[src/rtl/regfile_write_arbiter.sv]
// regfile_write_arbiter: round-robin share of the register-file write port between ALU and load writeback, with forwarding lookups.
// Optional REGARB_XZR_EN: writes to ZERO_REG are accepted but dropped, and lookups of ZERO_REG never hit.
module regfile_write_arbiter #(
    parameter int n = 63,
    parameter logic [4:0] ZERO_REG = 5'd31
) (
    input  logic         clk,
    input  logic         reset,
    input  logic         alu_valid,
    output logic         alu_ready,
    input  logic [4:0]   alu_reg,
    input  logic [n:0]   alu_data,
    input  logic         mem_valid,
    output logic         mem_ready,
    input  logic [4:0]   mem_reg,
    input  logic [n:0]   mem_data,
    output logic         RegWrite,
    output logic [4:0]   Write_register,
    output logic [n:0]   Write_data,
    input  logic [4:0]   lkp_reg1,
    input  logic [4:0]   lkp_reg2,
    output logic         fwd_hit1,
    output logic         fwd_hit2,
    output logic [n:0]   fwd_data
);
`ifdef REGARB_XZR_EN
    localparam bit XZR = 1'b1;
`else
    localparam bit XZR = 1'b0;
`endif
    logic       ptr;
    logic       grant;
    logic       wr_en;
    logic [4:0] sel_reg;
    logic [n:0] sel_data;
    always_comb begin
        alu_ready = !reset && alu_valid && (!mem_valid || !ptr);
        mem_ready = !reset && mem_valid && (!alu_valid || ptr);
        grant     = alu_ready || mem_ready;
        sel_reg   = mem_ready ? mem_reg : alu_reg;
        sel_data  = mem_ready ? mem_data : alu_data;
        wr_en     = grant && !(XZR && sel_reg == ZERO_REG);
        fwd_hit1  = RegWrite && lkp_reg1 == Write_register && !(XZR && lkp_reg1 == ZERO_REG);
        fwd_hit2  = RegWrite && lkp_reg2 == Write_register && !(XZR && lkp_reg2 == ZERO_REG);
        fwd_data  = Write_data;
    end
    // Address and data hold across idle cycles; only RegWrite drops.
    always_ff @(posedge clk) begin
        if (reset) begin
            RegWrite       <= 1'b0;
            Write_register <= '0;
            Write_data     <= '0;
            ptr            <= 1'b0;
        end else begin
            RegWrite <= wr_en;
            if (grant) begin
                Write_register <= sel_reg;
                Write_data     <= sel_data;
            end
            if (alu_valid && mem_valid) ptr <= !ptr;
        end
    end
endmodule

[config.mk]
export PLATFORM = sky130hd
export DESIGN_NAME = regfile_write_arbiter
export DESIGN_NICKNAME = d
export VERILOG_FILES = /design/src/rtl/regfile_write_arbiter.sv
export SDC_FILE = /design/constraint.sdc
export NUM_CORES = 1
export LEC_CHECK = 0
export CAP_MARGIN = 40
export CORE_AREA = 2 2 113 115
export DETAILED_ROUTE_END_ITERATION = 12
export DIE_AREA = 0 0 115 117
export PLACE_DENSITY = 0.87
export REMOVE_ABC_BUFFERS = 1
export SYNTH_ARGS = -nofsm -noshare
export SYNTH_HDL_FRONTEND = slang
export SYNTH_SLANG_ARGS = --single-unit
export TNS_END_PERCENT = 20
[constraint.sdc]
create_clock -name clk -period 2 [get_ports clk]
set_clock_uncertainty 0.15 [all_clocks]
set_input_delay 0.5 -clock clk [delete_from_list [all_inputs] [get_ports clk]]
set_output_delay 0.5 -clock clk [all_outputs]
set_load 0.01 [all_outputs]
==> results.yml, run 1 <==
yosys:
  synth_area_per_cell_um2: 9.39
  ys_types: 18
  yosysTopAreaCell: "dfxtp_1"
  synthCells: 412
  ys_ff_latch: 71
  ys_warn_count: 0
  ys_top_cells_by_area: "dfxtp_1, a221o_1, a2111oi_0, buf_4, inv_1"
  synth_top_area_share_pct: 36.8
  netlist_area_um2: 3870
  ys_seq_area_share_pct: 36.8
pwr:
  p_leak_nw: 2.72
  peakVddDrop_v: 0.000457
  powerDensity_nw_per_um2: 662
  finalPower_w: 0.00446
worst_setup_path:
  critical-path-max-stage-delay_ns: 0.28
  required_ns: 1.35
  crit_fanout: 1
  r2r_cells: 3
  critical_path_arrival_ns: 1.49
  crit_path_start_kind: "input pin"
  endpoint_kind: "output pin"
  r2r_end: "Write_data[34]"
  critPathLaunch: "lkp_reg1[3]"
  path_cells: "dlygate4sd2_1 -> xor2_1 -> nor4_2 -> and3_1 -> buf_2"
  endpoint: "fwd_hit1"
  worst_path_max_delay_cell: "nor4_2"
  critical_path_class: "input pin to output pin"
  reg2reg_slack_ns: 0.29
  r2r-start: "ptr"
clock_network:
  cts-root-buf: "clkbuf_16"
  cts-htree-levels: 3
  clk_pin_slew_ns: 0.06
  cts_sinks: 71
  cts_hold_buffers: 0
  cts_tree: "done"
  cts_buffer_depth: 2
  clock_latency_ns: 0.32
  numCtsBuffers: 9
place:
  portBuffers: 289
  gp_congestion: 0.833
  dp_hpwl_um: 10800
detailed_routing:
  wirelength_um: 14500
  drt_iter0_markers: 320
  dr_total_vias: 4187
  wl_per_cell_um: 18.6
  drtPass1Iterations: 4
  ant_nets: 0
  via_per_inst: 5.37
  drc: 0
final_layout:
  drive_above_1_share_pct: 9.39
  areaGrowthSynthToFinish_pct: 74.1
  nFillCells: 1095
  final_nets: 775
  fin_util_pct: 54.7
die:
  boundaryPins: 290
  core.rowCount: 41
  initial_core_util_pct: 31.4
  die-area_um2: 13500
  core_um2: 12300
  die_w_um: 115
  die_h_um: 117
global_routing:
  grt_max_degree: 70
  grt_pass1_vias: 4100
  grt_use_total_pct: 20.2
  antenna_found_initial: 2
  grt-ovfl-total: 0
  grt_pass1_wl_um: 21500
status:
  violations: "setup timing"
  outcome: "finished, violations left"
hold_path:
  hold_path_class: "register to register"
timing:
  hold_viol: 0
  finalMaxSlewViolations: 0
  timing.slew.headroom_pct: 49.0
  grt_setup_unrepaired: "yes"
  timing.fmax_mhz: 467
  finalCritPeriodShare_pct: 107
  fin_worst_hold_slack_ns: 0.367
  tightest_slew_ns: 0.765
  setup_slack_ns: -0.141
  setup_viol: 2
  period_minus_slack_ns: 2.14
run:
  cap_violations: 0
## layout by cell type (no fill, tap or decap), types with 2 or more instances in the layout
cell / instances
clkdlybuf4s50_1: 270
inv_1: 70
a2111oi_0: 69
a221o_1: 69
dfxtp_1: 65
buf_4: 18
clkbuf_16: 9
xor2_1: 6
buf_2: 6
dfxtp_2: 5
dlygate4sd2_1: 5
xor2_2: 3
nor2_1: 3
clkinv_2: 3
clkdlybuf4s15_1: 3
buf_12: 3
diode_2: 2
xnor2_1: 2
and3_1: 2
dlymetal6s2s_1: 2
## registers in the layout (all words and copies together), names as in the netlist
register        cells
Write_data         64
Write_register      5
RegWrite            1
ptr                 1
## report_power, final
group	switching, W	internal [W]
logic	0.000469	0.000772
registers	0.000111	0.00154
clock network	0.000608	0.000961
## area by class of cell
class / count / area, µm² / area share (%)
Inverter: 71 / 267 / 3.96
Multi-Input combinational cell: 160 / 1500 / 22.3
Clock buffer: 10 / 229 / 3.40
Sequential cell: 71 / 1430 / 21.3
Antenna cell: 2 / 5.00 / 0.0743
Clock inverter: 6 / 61.3 / 0.910
Timing Repair Buffer: 310 / 3050 / 45.4
Tap cell: 150 / 188 / 2.79
## cells by family after synthesis
logic type / Yosys count / share of synthesized area [%]
buffers and inverters: 181 / 25.5
AO/OA/AOI/OAI: 140 / 33.9
AND/OR/NAND/NOR: 9 / 1.29
flip-flops: 71 / 36.8
XOR/XNOR: 11 / 2.49
## Yosys cell counts
cell       instances
nor4_1             2
clkbuf_1          34
buf_6              8
a211oi_1           1
nor2_1             3
a2111oi_0         69
inv_2              1
buf_2              3
buf_4             65
dfxtp_1           71
xnor2_1            2
xor2_1             9
o211a_1            1
nor3_2             1
nand2_1            1
inv_1             70
a221o_1           69
and3_1             2
## routing by layer
metal  routed length (µm)  GRT usage [%]  vias up
met5                    0              0        -
met4                  434           8.76        0
met3                 1120           5.72       35
met2                 7400           35.8      221
met1                 5550           22.8     2006
li1                     -              -     1925
## critical path, delay by kind of cell
family | cells | cell delay, ns
buffers and inverters | 2 | 0.36
XOR/XNOR | 1 | 0.15
AND/OR/NAND/NOR | 2 | 0.47
## timing repair
action	in CTS	in global routing
buffers inserted	0	2
pin swaps	5	6
gates resized for setup	35	14
setup endpoints to repair	76	6
## worst min path at each step
stage	from	endpoint	cells after the start	slack, ns
after global placement	Write_data[28]	Write_data[28]	1	0.34
after global routing	Write_data[40]	Write_data[40]	1	0.38
after detailed placement	Write_data[53]	Write_data[53]	1	0.35
final	Write_data[13]	Write_data[13]	1	0.37
after CTS	Write_data[13]	Write_data[13]	1	0.37
after floorplan	reset	RegWrite	1	0.42
## per-stage QoR
step / setup TNS [ns] / cells / instance area, µm² / worst slack (ns)
floorplan: -75.82 / 302 / 3150 / -1.16
global placement: -25.39 / 760 / 6400 / -0.851
detailed placement: -28.65 / 760 / 6400 / -0.874
CTS: -0.461 / 776 / 6690 / -0.201
global route: -0.337 / 779 / 6730 / -0.177
finish: -0.257 / 780 / 6730 / -0.141
(Power assumes the default switching activity.)
==> run 2: changes to the inputs <==
--- a/config.mk
+++ b/config.mk
@@ -6,10 +6,11 @@
 export NUM_CORES = 1
 export LEC_CHECK = 0
 export CAP_MARGIN = 40
-export CORE_AREA = 2 2 113 115
+export CORE_AREA = 2 2 112 114
 export DETAILED_ROUTE_END_ITERATION = 12
-export DIE_AREA = 0 0 115 117
-export PLACE_DENSITY = 0.87
+export DIE_AREA = 0 0 114 116
+export DONT_BUFFER_PORTS = 1
+export PLACE_DENSITY = 0.57
 export REMOVE_ABC_BUFFERS = 1
 export SYNTH_ARGS = -nofsm -noshare
 export SYNTH_HDL_FRONTEND = slang
==> results.yml, run 2 (synthesized netlist as in run 1, its figures left out) <==
status:
  outcome: "finished, violations left"
  violations: "setup timing"
die:
  core.rowCount: 40
  die-area_um2: 13200
  boundaryPins: 290
  initial_core_util_pct: 32.5
  core_um2: 11900
  die_h_um: 116
  die_w_um: 114
place:
  portBuffers: 0
  placed_area_um2: 3420
  gp_congestion: 0.697
  dp_hpwl_um: 6560
detailed_routing:
  via_per_inst: 6.39
  drc: 0
  wirelength_um: 10300
  wl_per_cell_um: 21.9
  ant_nets: 0
  drtPass1Iterations: 4
  drt_iter0_markers: 173
  dr_total_vias: 3011
worst_setup_path:
  crit_path_start_kind: "register"
  endpoint_kind: "output pin"
  path_delay_family: "simple AND/OR/NAND/NOR gates"
  critical-path-max-stage-delay_ns: 0.37
  path_cells: "xor2_1 -> nor4_1 -> and3_1"
  path_buf_inv: 0
  crit_fanout: 4
  critical_path_class: "register to output pin"
  required_ns: 1.35
  critical_path_arrival_ns: 1.37
  worst_path_max_delay_cell: "dfxtp_4"
timing:
  setup_slack_ns: -0.0157
  period_minus_slack_ns: 2.02
  timing.slew.headroom_pct: 61.6
  timing.fmax_mhz: 496
  setup_viol: 2
  tightest_slew_ns: 0.562
  grt_setup_unrepaired: "yes"
  finalCritPeriodShare_pct: 101
  finalMaxSlewViolations: 0
  hold_viol: 0
pwr:
  p_leak_nw: 1.50
  peakVddDrop_v: 0.000341
  powerDensity_nw_per_um2: 980
global_routing:
  use_met2_pct: 24.6
  grt-ovfl-total: 0
  grt.met3_usage_pct: 5.23
  grt_use_total_pct: 14.5
  grt_busiest_layer: "met2"
  antenna_found_initial: 0
  grt_max_degree: 75
  grt_pass1_vias: 2811
  met1_usage_pct: 16.9
  grt_pass1_wl_um: 15100
hold_path:
  hold_path_class: "input pin to register"
final_layout:
  regMostFlops: "Write_data"
  fin_util_pct: 31.3
  most-common-layout-cells: "inv_1, a2111oi_0, a221o_1"
  nFillCells: 1246
  areaGrowthSynthToFinish_pct: -3.56
  final_common_cell: "inv_1"
  largest_register_ffs: 64
  final_nets: 471
  final_area_um2: 3730
  biggestRegsByFlops: "Write_data (64), Write_register (5)"
  antennaDiodeCount: 0
  drive_above_1_share_pct: 9.57
clock_network:
  cts_buffer_depth: 2
  cts_sinks: 71
  postCtsSetupBuffers: 0
  clock_latency_ns: 0.33
  cts_tree: "done"
  numCtsBuffers: 9
  cts_hold_buffers: 0
  cts-htree-levels: 3
  clk_pin_slew_ns: 0.06
  cts-root-buf: "clkbuf_16"
run:
  cap_violations: 0
[run 2: worst reg2reg max path, delay by kind of cell, from the launching register on]
| family | cells | cell delay (ns) |
|---|---|---|
| buf+inv | 1 | 0.22 |
| compound gates | 2 | 0.69 |
| flops | 1 | 0.33 |
[run 2: worst paths after layout]
| path | slack, ns | to | depth (start not counted) | from |
|---|---|---|---|---|
| setup / recovery | -0.02 | fwd_hit2 | 3 | Write_register[3] |
| hold / removal | 0.12 | ptr | 1 | reset |
| setup reg to reg | 0.50 | Write_data[59] | 3 | ptr |
| hold reg to reg | 0.40 | Write_register[2] | 1 | Write_register[2] |
[run 2: repair_timing]
action                                 CTS  global route
setup endpoints to repair                2             3
pin swaps                                4             3
endpoints found under the hold margin    0             0
resized for setup                        7             2
[run 2: stage by stage]
stage	setup slack [ns]	hold slack, ns	setup TNS, ns	power [W]	cells
after global routing	-0.0852	0.0758	-0.144	0.00383	471
after CTS	-0.0589	0.0751	-0.0831	0.00370	471
after detailed placement	0.174	0.435	0	0.00212	455
after global placement	0.202	0.434	0	0.00211	455
final	-0.0157	0.121	-0.0200	0.00366	471
after floorplan	-1.16	0.422	-75.82	0.00200	302
[run 2: cell type report]
type,count,area (µm²),share of cell area (%)
clock buffers,10,229,6.14
clock inverters,6,61.3,1.64
inverters,71,267,7.15
multi-input cells,160,1470,39.4
flip-flops and latches,71,1440,38.5
well taps,147,184,4.93
repair buffers,6,82.6,2.21
[run 2: layer usage]
metal	up-vias	wire length, µm
li1	1312	-
met1	1474	4020
met2	214	5130
met3	11	1070
met4	0	112
met5	-	0
[run 2: power by group]
group / switching [W] / internal (W)
Sequential: 0.000241 / 0.00154
Combinational: 0.000165 / 0.000151
Clock: 0.000603 / 0.000961
